===== src/rtl/load_store_unit_if.sv =====
// ---------------------------------------------------------------------------
// load_store_unit_if
//   Bundles the core request/response handshake and the data-memory bus of the
//   load/store unit.
//   master : the load/store unit (drives req_ready, resp_*, memory strobes,
//            AddressBus and DataMemoryInput; receives the request and
//            DataMemoryOutput).
//   slave  : the environment (core + data memory), the mirror image.
// ---------------------------------------------------------------------------
interface load_store_unit_if;
    // Core request
    logic        req_valid;
    logic        req_ready;
    logic        req_we;
    logic [2:0]  req_funct3;
    logic [31:0] req_addr;
    logic [31:0] req_wdata;
    // Core response
    logic        resp_valid;
    logic [31:0] resp_rdata;
    logic        resp_err;
    // Data memory bus
    logic        MemReadEn;
    logic        MemWriteEn;
    logic [31:0] AddressBus;
    logic [31:0] DataMemoryInput;
    logic [31:0] DataMemoryOutput;

    modport master (
        input  req_valid, req_we, req_funct3, req_addr, req_wdata, DataMemoryOutput,
        output req_ready, resp_valid, resp_rdata, resp_err,
               MemReadEn, MemWriteEn, AddressBus, DataMemoryInput
    );

    modport slave (
        output req_valid, req_we, req_funct3, req_addr, req_wdata, DataMemoryOutput,
        input  req_ready, resp_valid, resp_rdata, resp_err,
               MemReadEn, MemWriteEn, AddressBus, DataMemoryInput
    );
endinterface


===== src/rtl/load_store_unit.sv =====
// ---------------------------------------------------------------------------
// load_store_unit
//   Requester-side master for the byte-addressed data memory. Executes RV32I
//   LB/LH/LW/LBU/LHU/SB/SH/SW. The memory is always written a full word, so
//   SB/SH are read-modify-write. Loads are sign/zero-extended here.
// Ports
//   clock : single clock, all state changes on posedge
//   rst   : asynchronous active-low reset
//   bus   : load_store_unit_if.master (core handshake + data memory bus)
// Parameters
//   ADDR_BITS : memory index width; every address is masked to it
// ---------------------------------------------------------------------------
module load_store_unit #(
    parameter int ADDR_BITS = 10
) (
    input  logic                clock,
    input  logic                rst,
    load_store_unit_if.master   bus
);

    localparam logic [31:0] ADDR_MASK = (32'd1 << ADDR_BITS) - 32'd1;

    localparam logic [2:0] F3_B  = 3'b000;
    localparam logic [2:0] F3_H  = 3'b001;
    localparam logic [2:0] F3_W  = 3'b010;
    localparam logic [2:0] F3_BU = 3'b100;
    localparam logic [2:0] F3_HU = 3'b101;

    typedef enum logic [2:0] {
        ST_IDLE = 3'd0,
        ST_RD   = 3'd1,
        ST_WAIT = 3'd2,
        ST_WR   = 3'd3,
        ST_RESP = 3'd4
    } state_t;

    state_t      state_q;
    logic        we_q;
    logic [2:0]  funct3_q;
    logic [31:0] addr_q;
    logic [31:0] merge_q;     // holds the store data until merged, then the write word
    logic [31:0] rdata_q;
    logic        err_q;
    logic        ready_q;
    logic        resp_valid_q;
    logic        rd_en_q;
    logic        wr_en_q;

    logic        illegal_s;
    logic [31:0] merge_s;
    logic [31:0] load_ext_s;

    // Sign/zero extension of the raw memory word according to the load type.
    function automatic logic [31:0] load_extend(input logic [2:0] f3, input logic [31:0] d);
        logic [31:0] r;
        case (f3)
            F3_B:    r = {{24{d[7]}}, d[7:0]};
            F3_H:    r = {{16{d[15]}}, d[15:0]};
            F3_W:    r = d;
            F3_BU:   r = {24'd0, d[7:0]};
            F3_HU:   r = {16'd0, d[15:0]};
            default: r = 32'd0;
        endcase
        return r;
    endfunction

    // Classify the incoming request as legal or illegal for its direction.
    always_comb begin
        illegal_s = 1'b0;
        if (bus.req_we) begin
            case (bus.req_funct3)
                F3_B, F3_H, F3_W: illegal_s = 1'b0;
                default:          illegal_s = 1'b1;
            endcase
        end else begin
            case (bus.req_funct3)
                F3_B, F3_H, F3_W, F3_BU, F3_HU: illegal_s = 1'b0;
                default:                        illegal_s = 1'b1;
            endcase
        end
    end

    // Merge the stored byte/half into the word just read; extend load data.
    always_comb begin
        merge_s    = merge_q;
        load_ext_s = load_extend(funct3_q, bus.DataMemoryOutput);
        case (funct3_q)
            F3_B:    merge_s = {bus.DataMemoryOutput[31:8],  merge_q[7:0]};
            F3_H:    merge_s = {bus.DataMemoryOutput[31:16], merge_q[15:0]};
            default: merge_s = merge_q;
        endcase
    end

    // Request FSM; strobes and handshake outputs are registered alongside the
    // state so each one is high exactly while its state is current.
    always_ff @(posedge clock or negedge rst) begin
        if (!rst) begin
            state_q      <= ST_IDLE;
            we_q         <= 1'b0;
            funct3_q     <= 3'd0;
            addr_q       <= 32'd0;
            merge_q      <= 32'd0;
            rdata_q      <= 32'd0;
            err_q        <= 1'b0;
            ready_q      <= 1'b1;
            resp_valid_q <= 1'b0;
            rd_en_q      <= 1'b0;
            wr_en_q      <= 1'b0;
        end else begin
            case (state_q)
                ST_IDLE: begin
                    if (bus.req_valid) begin
                        we_q     <= bus.req_we;
                        funct3_q <= bus.req_funct3;
                        addr_q   <= bus.req_addr & ADDR_MASK;
                        merge_q  <= bus.req_wdata;
                        ready_q  <= 1'b0;
                        if (illegal_s) begin
                            // No memory access at all; report the error at once.
                            err_q        <= 1'b1;
                            resp_valid_q <= 1'b1;
                            state_q      <= ST_RESP;
                        end else if (bus.req_we && (bus.req_funct3 == F3_W)) begin
                            wr_en_q <= 1'b1;
                            state_q <= ST_WR;
                        end else begin
                            // Loads, and SB/SH which need the old word first.
                            rd_en_q <= 1'b1;
                            state_q <= ST_RD;
                        end
                    end
                end
                ST_RD: begin
                    rd_en_q <= 1'b0;
                    state_q <= ST_WAIT;
                end
                ST_WAIT: begin
                    if (we_q) begin
                        merge_q <= merge_s;
                        wr_en_q <= 1'b1;
                        state_q <= ST_WR;
                    end else begin
                        rdata_q      <= load_ext_s;
                        resp_valid_q <= 1'b1;
                        state_q      <= ST_RESP;
                    end
                end
                ST_WR: begin
                    wr_en_q      <= 1'b0;
                    resp_valid_q <= 1'b1;
                    state_q      <= ST_RESP;
                end
                ST_RESP: begin
                    resp_valid_q <= 1'b0;
                    rdata_q      <= 32'd0;
                    err_q        <= 1'b0;
                    ready_q      <= 1'b1;
                    state_q      <= ST_IDLE;
                end
                default: begin
                    // Unreachable encoding: fall back to a quiet IDLE.
                    rd_en_q      <= 1'b0;
                    wr_en_q      <= 1'b0;
                    resp_valid_q <= 1'b0;
                    rdata_q      <= 32'd0;
                    err_q        <= 1'b0;
                    ready_q      <= 1'b1;
                    state_q      <= ST_IDLE;
                end
            endcase
        end
    end

    assign bus.req_ready       = ready_q;
    assign bus.resp_valid      = resp_valid_q;
    assign bus.resp_rdata      = rdata_q;
    assign bus.resp_err        = err_q;
    assign bus.MemReadEn       = rd_en_q;
    assign bus.MemWriteEn      = wr_en_q;
    assign bus.AddressBus      = addr_q;
    assign bus.DataMemoryInput = merge_q;

endmodule


===== src/flat_wrapper.sv =====
// flat-port wrapper written by rule: the top's interface ports become plain ports
module load_store_unit_flat 
#(
    parameter int ADDR_BITS = 10
)
  (clock, rst, bus_req_valid, bus_req_we, bus_req_funct3, bus_req_addr, bus_req_wdata, bus_DataMemoryOutput, bus_req_ready, bus_resp_valid, bus_resp_rdata, bus_resp_err, bus_MemReadEn, bus_MemWriteEn, bus_AddressBus, bus_DataMemoryInput);
  load_store_unit_if bus_i ();
  input  logic clock;
  input  logic rst;
  input wire logic [$bits(bus_i.req_valid)-1:0] bus_req_valid;
  input wire logic [$bits(bus_i.req_we)-1:0] bus_req_we;
  input wire logic [$bits(bus_i.req_funct3)-1:0] bus_req_funct3;
  input wire logic [$bits(bus_i.req_addr)-1:0] bus_req_addr;
  input wire logic [$bits(bus_i.req_wdata)-1:0] bus_req_wdata;
  input wire logic [$bits(bus_i.DataMemoryOutput)-1:0] bus_DataMemoryOutput;
  output wire logic [$bits(bus_i.req_ready)-1:0] bus_req_ready;
  output wire logic [$bits(bus_i.resp_valid)-1:0] bus_resp_valid;
  output wire logic [$bits(bus_i.resp_rdata)-1:0] bus_resp_rdata;
  output wire logic [$bits(bus_i.resp_err)-1:0] bus_resp_err;
  output wire logic [$bits(bus_i.MemReadEn)-1:0] bus_MemReadEn;
  output wire logic [$bits(bus_i.MemWriteEn)-1:0] bus_MemWriteEn;
  output wire logic [$bits(bus_i.AddressBus)-1:0] bus_AddressBus;
  output wire logic [$bits(bus_i.DataMemoryInput)-1:0] bus_DataMemoryInput;
  assign bus_i.req_valid = bus_req_valid;
  assign bus_i.req_we = bus_req_we;
  assign bus_i.req_funct3 = bus_req_funct3;
  assign bus_i.req_addr = bus_req_addr;
  assign bus_i.req_wdata = bus_req_wdata;
  assign bus_i.DataMemoryOutput = bus_DataMemoryOutput;
  assign bus_req_ready = bus_i.req_ready;
  assign bus_resp_valid = bus_i.resp_valid;
  assign bus_resp_rdata = bus_i.resp_rdata;
  assign bus_resp_err = bus_i.resp_err;
  assign bus_MemReadEn = bus_i.MemReadEn;
  assign bus_MemWriteEn = bus_i.MemWriteEn;
  assign bus_AddressBus = bus_i.AddressBus;
  assign bus_DataMemoryInput = bus_i.DataMemoryInput;
  load_store_unit #(.ADDR_BITS(ADDR_BITS)) u_core (.clock(clock), .rst(rst), .bus(bus_i));
endmodule

===== config.mk =====
export PLATFORM = sky130hd
export DESIGN_NAME = load_store_unit_flat
export DESIGN_NICKNAME = d
export VERILOG_FILES = /design/src/rtl/load_store_unit_if.sv /design/src/rtl/load_store_unit.sv /design/src/flat_wrapper.sv
export SDC_FILE = /design/constraint.sdc
export NUM_CORES = 1
export LEC_CHECK = 0
export CORE_AREA = 3 3 105 107
export DETAILED_ROUTE_END_ITERATION = 8
export DIE_AREA = 0 0 108 110
export GPL_TIMING_DRIVEN = 0
export PLACE_DENSITY = 0.83
export SYNTH_ARGS = -nofsm -noshare
export SYNTH_HDL_FRONTEND = slang
export SYNTH_SLANG_ARGS = --single-unit

===== constraint.sdc =====
create_clock -name clock -period 4.5 [get_ports clock]
set_input_delay 0.9 -clock clock [delete_from_list [all_inputs] [get_ports clock]]
set_output_delay 0.9 -clock clock [all_outputs]
set_load 0.01 [all_outputs]

==> summary.md <==
| Metric | Value |
|---|---|
| Non-filler instance count after layout | `662` |
| Final min period | `2.557 ns` |
| Count leader, synth | `dfrtp_1` |
| I/O pins | `204` |
| DRC | `0` |
| Cell area after placement | `6157 sq um` |
| RePlAce Congestion | `0.7691` |
| Commonest cells post-synth | `dfrtp_1, mux2_2, a22o_1, buf_4, mux2i_1` |
| Worst r2r dst | `u_core.bus.DataMemoryInput[31]` |
| Clk buf depth | `2` |
| Final wirelength | `11390 um` |
| Pleak | `2.761 nW` |
| Synth Warn # | `0` |
| Tightest Pin Transition | `0.5746 ns` |
| Worst slack at placement | `1.562 ns` |
| Final Hold Fails | `0` |
| Slew Viols, Final | `0` |
| Met1 Use GR | `0.2372` |
| Die Y | `110 um` |
| R2R Setup Slk | `2.34 ns` |
| # Post-CTS Setup Buffers | `0` |
| Status | `finished clean` |
| Crit path to | `u_core.bus.DataMemoryInput[24]` |
| First-pass GRT wire length | `17350 um` |
| Die area | `11880 sq um` |
| Area Growth Syn to Fin | `48.64%` |
| Iteration-0 DRC Markers | `93` |
| Layout Skew | `0.009319 ns` |
| Worst VDD drop | `287.2 uV` |
| Max_cap viols | `0` |
| Core area | `10230 sq um` |
| N_diodes | `0` |
| Clock Latency Late Sink | `0.34 ns` |
| Fillers | `820` |
| Reg clk slew, reported paths | `0.09 ns` |
| Root Driver | `clkbuf_8` |
| WL/cell | `17.20 um` |
| CP Capture Type | `register` |
| Grt total ovfl | `0` |
| Met3 global-route usage | `0.03902` |
| Post-route setup slack | `1.943 ns` |
| Antenna-violating nets left | `0` |
| Vias per cell | `5.002` |
| Utilization after layout | `0.6260` |
| Total track usage | `0.1875` |
| Avg Inst Size Synth | `13.06 sq um` |
| Design area | `6405 sq um` |
| Fmax | `0.3910 GHz` |
| Largest cells by area after synthesis | `dfrtp_1, mux2_2, a22o_1` |
| Worst Path Max Fanout | `10` |
| Predominant post-synthesis flop cell | `dfrtp_1` |
| Cell Rows | `37` |
| DP Wirelength | `8805 um` |
| Nets | `624` |
| Global routing's busiest layer | `met2` |
| Worst path required time | `4.74 ns` |
| Number of global-route vias before repair | `3338` |
| Post-synth ARST share | `1.000` |
| Setup TNS Final | `0 ns` |
| Worst slew margin | `0.6169` |
| CP Launch Point | `bus_req_valid` |
| Largest net degree at the start of global routing | `45` |
| Register area share after synthesis | `0.4997` |
| Synth cell types | `41` |
| Cts hold-fix bufs | `0` |
| Post_cts resized | `0` |
| Initial antenna violation count | `0` |
| Leading area contributor after synthesis | `dfrtp_1` |
| CTS Buf Count | `9` |
| Crit Path Category | `input pin to register` |
| Port bufs | `158` |
| #FFs+latches synth | `86` |
| Post-synth EDFFs | `0` |
| Clock sink total | `86` |
| Mapped Area | `4309 sq um` |
| Via count | `3311` |
| Worst reg2reg path depth | `5` |
| Initial Util | `0.4212` |
| Top-area cell type share of the netlist area | `0.4936` |
| Post-Synthesis Cells | `330` |
| CTS tree | `done` |
| First drt pass iteration count | `4` |
| Reg2reg start | `u_core.state_q[2]` |
| Final period utilization | `0.5683` |
| RSZ-0062 raised after global routing | `no` |
| Share of layout cells above drive strength 1 | `0.2548` |
| HP Class | `register to register` |
| Data arrival, critical path | `2.80 ns` |
| Setup crit start kind | `input pin` |
| # H-tree levels | `3` |
| Dpl cells | `646` |
| Final Setup Violations | `0` |
| M2 GR Usage | `0.3175` |
| Die width | `108 um` |
| PD cells | `655.4 nW/um^2` |
through the flow:
step / hold slack (ns) / power [W]
3_5_place_dp: 0.4806 / 0.003555
3_3_place_gp: 0.4789 / 0.003489
6_report: 0.5036 / 0.004198
2_1_floorplan: 0.4888 / 0.002563
5_1_grt: 0.5259 / 0.004446
4_1_cts: 0.5133 / 0.004238
worst min path at each step:
stage	startpoint	end	slack, ns	cells after the start
floorplan	u_core.bus.req_ready	u_core.bus.req_ready	0.49	2
global placement	u_core.bus.req_ready	u_core.bus.req_ready	0.48	2
detailed placement	u_core.bus.resp_err	u_core.bus.resp_err	0.48	2
CTS	u_core.bus.resp_rdata[29]	u_core.bus.resp_rdata[29]	0.51	1
global route	u_core.bus.resp_rdata[5]	u_core.bus.resp_rdata[5]	0.53	1
finish	u_core.bus.req_ready	u_core.bus.req_ready	0.50	2
where the power goes:
part,total [W],switching [W],internal (W)
combinational,0.00219,0.000934,0.00126
sequential,0.00133,0.000209,0.00112
clock,0.000671,0.000286,0.000386
critical path: stages:
cell	delay, ns
clkdlybuf4s50_1	0.51
nand2b_1	0.06
clkbuf_1	0.22
a211oi_4	0.55
buf_8	0.24
mux2_4	0.31
flip-flops by register name (all words and copies together), names as in the netlist:
name                        count
u_core.bus.MemReadEn            1
u_core.bus.resp_err             1
u_core.state_q                  3
u_core.bus.resp_rdata          32
u_core.we_q                     1
u_core.bus.MemWriteEn           1
u_core.bus.AddressBus          10
u_core.bus.req_ready            1
u_core.funct3_q                 3
u_core.bus.DataMemoryInput     32
u_core.bus.resp_valid           1
routing by layer:
layer  vias to the layer above  wire length (um)
met5                         -                 0
met4                         0               259
met3                        21               709
met2                       115              5615
met1                      1625              4801
li1                       1550                 -
logic make-up after synthesis:
| logic type | Yosys count | share of synthesized area |
|---|---|---|
| AND/OR/NAND/NOR | 24 | 0.03195 |
| AO/OA/AOI/OAI | 76 | 0.1469 |
| buffers and inverters | 49 | 0.07317 |
| other | 1 | 0.0008702 |
| flip-flops | 86 | 0.4997 |
| multiplexers | 94 | 0.2474 |
cell type report:
type,count,area (sq um),area share
buffer,47,307.8,0.04806
sequential,86,2153,0.3362
clock inverter,5,106.4,0.01660
tap,136,170.2,0.02657
inverter,2,7.507,0.001172
clock buffer,11,141.4,0.02207
timing repair buffer,159,1599,0.2497
multi-input combinational,216,1919,0.2997
cell usage in the layout (no fill, tap or decap), types with 2 or more instances in the layout:
cell type,Yosys,final
bufinv_16,0,3
buf_2,6,6
clkbuf_1,10,11
dfrtp_1,85,85
clkbuf_8,0,10
mux2_2,60,60
a21oi_1,4,4
a22o_1,32,32
nor2_1,5,5
nand2b_1,3,3
mux2i_1,24,24
inv_1,2,2
o21ai_0,20,20
conb_1,1,22
nand2_1,4,4
o2bb2ai_1,7,7
a211oi_4,2,2
o21a_1,2,2
buf_4,28,29
nor2b_1,3,3
mux2_4,10,10
clkdlybuf4s50_1,0,157
Note: power is estimated with default switching activity, not from simulation.
